==> src/rtl/fifo_config_controller.sv <==
// Sequencer and flow-control front end for a depth-configurable FIFO.
// It runs the clear/save/wait handshake that reconfigures the FIFO depth,
// then gates writes and reads against the configured capacity. Each pop is
// followed by one recovery cycle while the FIFO presents its read word.
module fifo_config_controller #(
  parameter int DATA_WIDTH = 8,
  parameter int UNIT_DEPTH = 4
) (
  input  logic                                  clk,
  input  logic                                  reset_n,
  input  logic                                  cfg_req,
  input  logic [2:0]                            cfg_depth,
  input  logic                                  cfg_flush,
  output logic                                  cfg_busy,
  output logic                                  cfg_done,
  output logic                                  cfg_error,
  input  logic                                  wr_valid,
  input  logic [DATA_WIDTH-1:0]                 wr_data,
  output logic                                  wr_ready,
  input  logic                                  rd_req,
  output logic                                  rd_ready,
  output logic                                  rd_valid,
  output logic [DATA_WIDTH-1:0]                 rd_data,
  output logic [$clog2(4*UNIT_DEPTH+1)-1:0]     count,
  output logic                                  fifo_push,
  output logic                                  fifo_pop,
  output logic                                  fifo_reset_data,
  output logic                                  fifo_reset_config,
  output logic                                  fifo_save_config,
  output logic [DATA_WIDTH-1:0]                 fifo_data_in,
  output logic [2:0]                            fifo_configuration,
  input  logic [DATA_WIDTH-1:0]                 fifo_data_out,
  input  logic                                  fifo_buffer_full,
  input  logic                                  fifo_no_config
);

  localparam int CNT_W = $clog2(4*UNIT_DEPTH+1);

  typedef enum logic [2:0] {
    ST_UNCONF,
    ST_CLEAR,
    ST_SAVE,
    ST_WAIT,
    ST_RUN
  } state_t;

  state_t           state_q, state_d;
  logic [2:0]       depth_q, depth_d;
  logic [1:0]       wait_q, wait_d;
  logic             done_d, error_d;
  logic             pop_recov_q;
  logic             depth_ok;
  logic             rd_accept, wr_accept;
  logic [CNT_W-1:0] capacity;

  assign depth_ok = (cfg_depth >= 3'd1) && (cfg_depth <= 3'd4);
  assign capacity = CNT_W'(depth_q) * CNT_W'(UNIT_DEPTH);

  // State, latched depth, WAIT timer and registered status pulses
  always_ff @(posedge clk or negedge reset_n) begin
    if (!reset_n) begin
      state_q   <= ST_UNCONF;
      depth_q   <= '0;
      wait_q    <= '0;
      cfg_done  <= 1'b0;
      cfg_error <= 1'b0;
    end else begin
      state_q   <= state_d;
      depth_q   <= depth_d;
      wait_q    <= wait_d;
      cfg_done  <= done_d;
      cfg_error <= error_d;
    end
  end

  // Next-state: request validation, reconfiguration handshake, WAIT timeout
  always_comb begin
    state_d = state_q;
    depth_d = depth_q;
    wait_d  = wait_q;
    done_d  = 1'b0;
    error_d = 1'b0;
    case (state_q)
      ST_UNCONF: begin
        if (cfg_req) begin
          if (depth_ok) begin
            state_d = ST_CLEAR;
            depth_d = cfg_depth;
          end else begin
            error_d = 1'b1;
          end
        end
      end
      ST_CLEAR: state_d = ST_SAVE;
      ST_SAVE: begin
        state_d = ST_WAIT;
        wait_d  = '0;
      end
      ST_WAIT: begin
        if (!fifo_no_config) begin
          state_d = ST_RUN;
          done_d  = 1'b1;
        end else if (wait_q == 2'd3) begin
          state_d = ST_UNCONF;
          error_d = 1'b1;
        end else begin
          wait_d = wait_q + 2'd1;
        end
      end
      ST_RUN: begin
        // Reconfiguring a non-empty FIFO is only allowed when the caller
        // agrees to discard its contents.
        if (cfg_req) begin
          if (depth_ok && ((count == '0) || cfg_flush)) begin
            state_d = ST_CLEAR;
            depth_d = cfg_depth;
          end else begin
            error_d = 1'b1;
          end
        end
      end
      default: state_d = ST_UNCONF;
    endcase
  end

  // Outputs: handshake readiness and FIFO control strobes
  always_comb begin
    cfg_busy           = (state_q == ST_CLEAR) || (state_q == ST_SAVE) ||
                         (state_q == ST_WAIT);
    rd_ready           = (state_q == ST_RUN) && (count != '0) &&
                         !pop_recov_q && !cfg_req;
    rd_accept          = rd_req && rd_ready;
    // Reads win over writes so push and pop never coincide.
    wr_ready           = (state_q == ST_RUN) && (count < capacity) &&
                         !fifo_buffer_full && !pop_recov_q && !cfg_req &&
                         !rd_accept;
    wr_accept          = wr_valid && wr_ready;
    fifo_push          = wr_accept;
    fifo_pop           = rd_accept;
    fifo_reset_data    = !reset_n || (state_q == ST_CLEAR);
    fifo_reset_config  = !reset_n || (state_q == ST_CLEAR);
    fifo_save_config   = (state_q == ST_SAVE);
    fifo_configuration = depth_q;
    fifo_data_in       = wr_data;
  end

  // Occupancy counter and two-stage read return (recovery, then valid)
  always_ff @(posedge clk or negedge reset_n) begin
    if (!reset_n) begin
      count       <= '0;
      pop_recov_q <= 1'b0;
      rd_valid    <= 1'b0;
      rd_data     <= '0;
    end else begin
      if (state_q == ST_CLEAR) begin
        count <= '0;
      end else if (wr_accept) begin
        count <= count + CNT_W'(1);
      end else if (rd_accept) begin
        count <= count - CNT_W'(1);
      end
      pop_recov_q <= rd_accept;
      rd_valid    <= pop_recov_q;
      if (pop_recov_q) begin
        rd_data <= fifo_data_out;
      end
    end
  end

endmodule

==> config.mk <==
export PLATFORM = sky130hd
export DESIGN_NAME = fifo_config_controller
export DESIGN_NICKNAME = d
export VERILOG_FILES = /design/src/rtl/fifo_config_controller.sv
export SDC_FILE = /design/constraint.sdc
export NUM_CORES = 1
export LEC_CHECK = 0
export ABC_AREA = 1
export BUFFER_PORTS_ARGS = -buffer_cell sky130_fd_sc_hd__buf_2
export CORE_ASPECT_RATIO = 0.5
export CORE_MARGIN = 1
export CORE_UTILIZATION = 51
export DETAILED_ROUTE_END_ITERATION = 6
export GPL_TIMING_DRIVEN = 1
export HOLD_SLACK_MARGIN = 0.02
export PLACE_DENSITY = 0.85
export SLEW_MARGIN = 15
export SYNTH_ARGS = -nofsm -noshare
export SYNTH_HDL_FRONTEND = slang
export SYNTH_SLANG_ARGS = --single-unit
==> constraint.sdc <==
create_clock -name clk -period 3.35 [get_ports clk]
set_input_delay 0.335 -clock clk [delete_from_list [all_inputs] [get_ports clk]]
set_output_delay 0.335 -clock clk [all_outputs]
set_load 0.02 [all_outputs]
; ---- Word-level counts from Yosys, hierarchy flattened
; Index checks and enable logic that the tools add are counted.
[totals]
out_inout_bits = 35
elab_cells = 84
regBits = 25
in_bits = 27
n_memories = 0
ram_bits = 0
latchBits = 0
romBits = 0
[op_classes]
n_addsub = 3
n_eq_ne = 12
muxes = 27
bitwise = 0
reduce_logical = 30
shift = 0
div_mod_pow = 0
n_mul = 0
n_lt_le_gt_ge = 3
[ops]
columns = operator, n
row1 = $mux 3, 10
row2 = $mux 5, 3
row3 = $pmux 3 s5, 1
row4 = $logic_and 1x1->1, 12
row5 = $ne 2x2->1 const B, 6
row6 = $reduce_and 5->1, 2
row7 = $mux 1, 8
row8 = $eq 3x2->1 const B, 2
row9 = $pmux 3 s2, 1
row10 = $add 5x1->5 const B, 1
row11 = $logic_not 1->1, 5
row12 = $logic_not 5->1, 1
row13 = $lt 5x5->1, 1
row14 = $reduce_bool 5->1, 1
row15 = $sub 5x1->5 const B, 1
row16 = $logic_or 1x1->1, 4
row17 = $mux 2, 2
row18 = $pmux 2 s2, 1
row19 = $reduce_bool 2->1, 2
row20 = $eq 3x1->1 const B, 1
row21 = $eq 3x3->1 const B, 1
row22 = $ge 3x1->1 const B, 1
row23 = $le 3x3->1 const B, 1
row24 = $logic_not 3->1, 1
row25 = 6 further kinds, 6

; ---- Logic depth before layout (Yosys ltp)
[logic_depth]
word_depth = 10
depth_mapped = 16

; ---- Worst setup path before layout
; No wires, ideal clock.
[synth_timing]
path_type = register to register
startpoint = register count[4]
endpoint = register count[4]
path_stages_with_launch = 15
t_required_ns = 3.233
t_arrival_ns = 2.194
setup_time_ns = 0.117
synth_period_minus_slack_ns = 2.312
path_slack_ns = 1.038
path_cell_list = dfrtp_1 -> ha_1 -> nor2_1 -> nand2_1 -> nor2_2 -> nand4_1 -> fa_1 -> nand3_1 -> nand3_1 -> nand2_1 -> inv_1 -> nand2_1 -> nand2_1 -> nand2_1 -> nand2_1
[synth_via]
elab_chain_len = 10
elab_cells_between_ends = 19
[synth_rtl]
columns = item, line_no
row1 = "start, declared", 24  ; output logic [$clog2(4*UNIT_DEPTH+1)-1:0] count,
row2 = "start signal, assigned", 158  ; count <= count + CNT_W'(1);
row3 = "start signal, assigned", 160  ; count <= count - CNT_W'(1);
row4 = branches (longest 10 deep; another with $lt 5x5->1), -
; Parallel ways; which one is timed is not known. The select of a mux whose other input is x is not followed.
; A chain may end at the register's enable or synchronous reset.

; ---- Worst setup path after layout
; Same ends and word-level chain as after synthesis.

==> results.py <==
metrics = {
    "detailed_routing": {
        "postRouteAntennaNets": 0,
        "post-route-drc-count": 0,
        "wl_per_cell_um": 11.4,
        "drt_iter0_drc": 61,
        "first_pass_iters": 4,
        "post_drt_via_cell_ratio": 4.89,
        "dr_total_vias": 1237,
        "drt-total-wl_um": 2880,
    },
    "die": {
        "dieArea_um2": 3070,
        "ioPinCount": 62,
        "die_w_um": 77.4,
        "die_h_um": 39.7,
        "core_area_um2": 2650,
        "num_rows": 13,
        "start_util_pct": 54.6,
    },
    "layout": {
        "fin_nets": 252,
        "syn_to_final_growth_pct": 15.9,
        "layout_common_cells": "nand2_1 (54), buf_2 (45), dfrtp_1 (25), inv_1 (21), nand3_1 (13)",
        "antenna_cells": 0,
        "fill_cells": 210,
        "finalInstanceArea_um2": 1680,
        "layout-drive-gt1-share_pct": 28.2,
        "layout_commonest_cell": "nand2_1",
    },
    "grt": {
        "antenna_found_initial": 0,
        "grtUsageMet3_pct": 6.05,
        "grt_use_met2_pct": 36.3,
        "gr-total-overflow": 0,
        "top_usage_layer": "met2",
        "grt_start_max_net_pins": 27,
        "grt_pass1_vias": 1050,
        "grt.met1_usage_pct": 22.5,
        "grt_util_all_layers_pct": 19.4,
        "grt_pass1_wl_um": 4440,
    },
    "synthesis": {
        "yosysSeqAreaShare_pct": 43.2,
        "syn_area_per_cell_um2": 8.14,
        "synth_cell_types": 27,
        "yosys_warnings": 0,
        "synth-seq-cells": 25,
        "syn_nets": 213,
        "syn_inst": 178,
        "syn_area_um2": 1450,
    },
    "power": {
        "power.density_nw_per_um2": 752,
        "pwr-share-seq_pct": 37.1,
        "combPwrFrac_pct": 48.9,
        "p_int_mw": 0.688,
        "leakage_nw": 0.934,
        "power_frac_clock_pct": 14.0,
        "p_sw_share_pct": 45.5,
        "vdd_drop_max_uv": 377,
        "power_mw": 1.26,
        "p_switching_mw": 0.575,
    },
    "clocking": {
        "cts_resized": 0,
        "cts_made_buffers": 3,
        "clk_pin_slew_ns": 0.08,
        "post_cts_buffers": 0,
        "tritoncts": "yes",
        "clk_path_buf_depth": 2,
        "root_buffer": "clkbuf_8",
        "clock_latency_ns": 0.26,
        "cts_sinks": 25,
        "cts_hold_buffers": 0,
        "h-tree-depth": 1,
    },
    "critical_path": {
        "start_kind": "register",
        "path_max_fanout": 7,
        "setup.worst_path.end_class": "register",
        "path_class": "register to register",
        "required_ns": 3.51,
        "cp_data_arrival_time_ns": 2.62,
    },
    "placement": {
        "placed_area_um2": 1630,
        "portBuffers": 45,
        "gp_congestion": 0.852,
        "dp_slack_ns": 0.914,
        "dp_hpwl_um": 2220,
    },
    "sta": {
        "rsz0062_at_grt": "no",
        "tightest_slew_ns": 0.562,
        "finalSetupViolCount": 0,
        "hold_slack_ns": 0.0460,
        "drv_slew": 0,
        "fin_skew_ns": 0.000870,
        "setup_ws_ns": 0.890,
        "max_slew_margin_pct": 62.5,
        "fmax_mhz": 407,
        "finalCritPeriodShare_pct": 73.4,
        "period_minus_slack_ns": 2.46,
        "tns_ns": 0,
        "finalHoldViolations": 0,
    },
    "job": {
        "drv_cap": 0,
    },
    "hold_path": {
        "worst_hold_path_type": "input port to asynchronous set/reset pin",
    },
    "outcome": {
        "outcome": "finished clean",
    },
}
-- metal layers --
layer  part of all wire [%]  wire (um)  vias to the layer above
li1                       -          -                      630
met3                    4.2        122                        2
met4                   0.66         19                        0
met2                     50       1440                       30
met1                     45       1300                      575
met5                      0          0                        -
-- worst paths after layout --
kind / start / endpoint / slack (ns) / cells after the start
max in group asynchronous: reset_n / count[1]$_DFFE_PN0P_ / 2.93 / 1
hold / removal: reset_n / cfg_done$_DFF_PN0_ / 0.05 / 1
min in group clk: fifo_no_config / cfg_done$_DFF_PN0_ / 0.24 / 2
hold reg to reg: rd_data[2]$_DFFE_PN0P_ / rd_data[2]$_DFFE_PN0P_ / 0.47 / 2
setup / recovery: count[4]$_DFFE_PN0P_ / count[4]$_DFFE_PN0P_ / 0.89 / 14
setup reg to reg: count[4]$_DFFE_PN0P_ / count[4]$_DFFE_PN0P_ / 0.89 / 14
-- power by group through the flow --
stage,Clock (mW),Sequential [mW],Combinational [mW]
global route,0.195,0.480,0.694
floorplan,0,0.523,0.413
global placement,0,0.469,0.598
finish,0.177,0.469,0.617
detailed placement,0,0.473,0.615
CTS,0.181,0.467,0.623
-- cell usage after synthesis --
library cell,number,area share (%)
nand3_1,13,4.5
o2111ai_1,1,0.60
nand3b_1,1,0.52
and2_1,1,0.43
inv_2,1,0.26
fa_1,1,1.4
buf_6,1,0.78
dfrtp_1,25,43
inv_1,21,5.4
nand3_2,3,2.1
o21ai_0,8,2.8
nor3_1,2,0.69
xnor2_1,2,1.2
nor2_1,10,2.6
nor2_2,2,0.86
o21ai_1,1,0.35
nor2_4,1,0.78
o21a_4,1,1.0
nand4_1,3,1.3
o21ai_2,2,1.2
a22o_1,1,0.60
a21oi_1,3,1.0
nand2_2,2,0.86
clkinv_2,1,0.35
nand2_1,54,14
buf_4,10,5.2
ha_1,7,6.0
-- critical path: stages, from the launching register on --
cell     delay [ns]
dfrtp_1        0.45
ha_1           0.22
nor2_1         0.10
nand2_1        0.06
nor2_2         0.14
nand4_1        0.31
ha_1           0.44
a21oi_1        0.21
nand3_1        0.09
nand2_1        0.09
inv_1          0.04
nand2_1        0.05
nand2_1        0.06
nand2_1        0.05
nand2_1        0.04
-- metrics by stage --
stage	instances	utilization (%)
detailed placement	249	61.6
global placement	249	61.6
finish	253	63.3
floorplan	178	-
global route	253	63.3
CTS	253	63.3
-- flip-flops by register name, summed over array words and instances, names as in the netlist --
name	flops
fifo_configuration	3
state_q	3
pop_recov_q	1
rd_valid	1
count	5
cfg_error	1
wait_q	2
cfg_done	1
rd_data	8
-- logic make-up after synthesis --
kind of cell / share of synthesized area [%]
AND/OR/NAND/NOR: 28.6
adder cells (fa/ha/maj): 7.43
XOR/XNOR: 1.21
buffers and inverters: 12.0
flip-flops: 43.2
AO/OA/AOI/OAI: 7.60
-- area by class of cell --
type	instances	area, um^2	share of cell area [%]
multi-input cells	119	649	38.7
well taps	37	46.3	2.76
clock buffers	4	45.0	2.68
flip-flops and latches	25	626	37.3
inverters	23	87.6	5.22
repair buffers	45	225	13.4
Power figures use the tool's default switching activity.
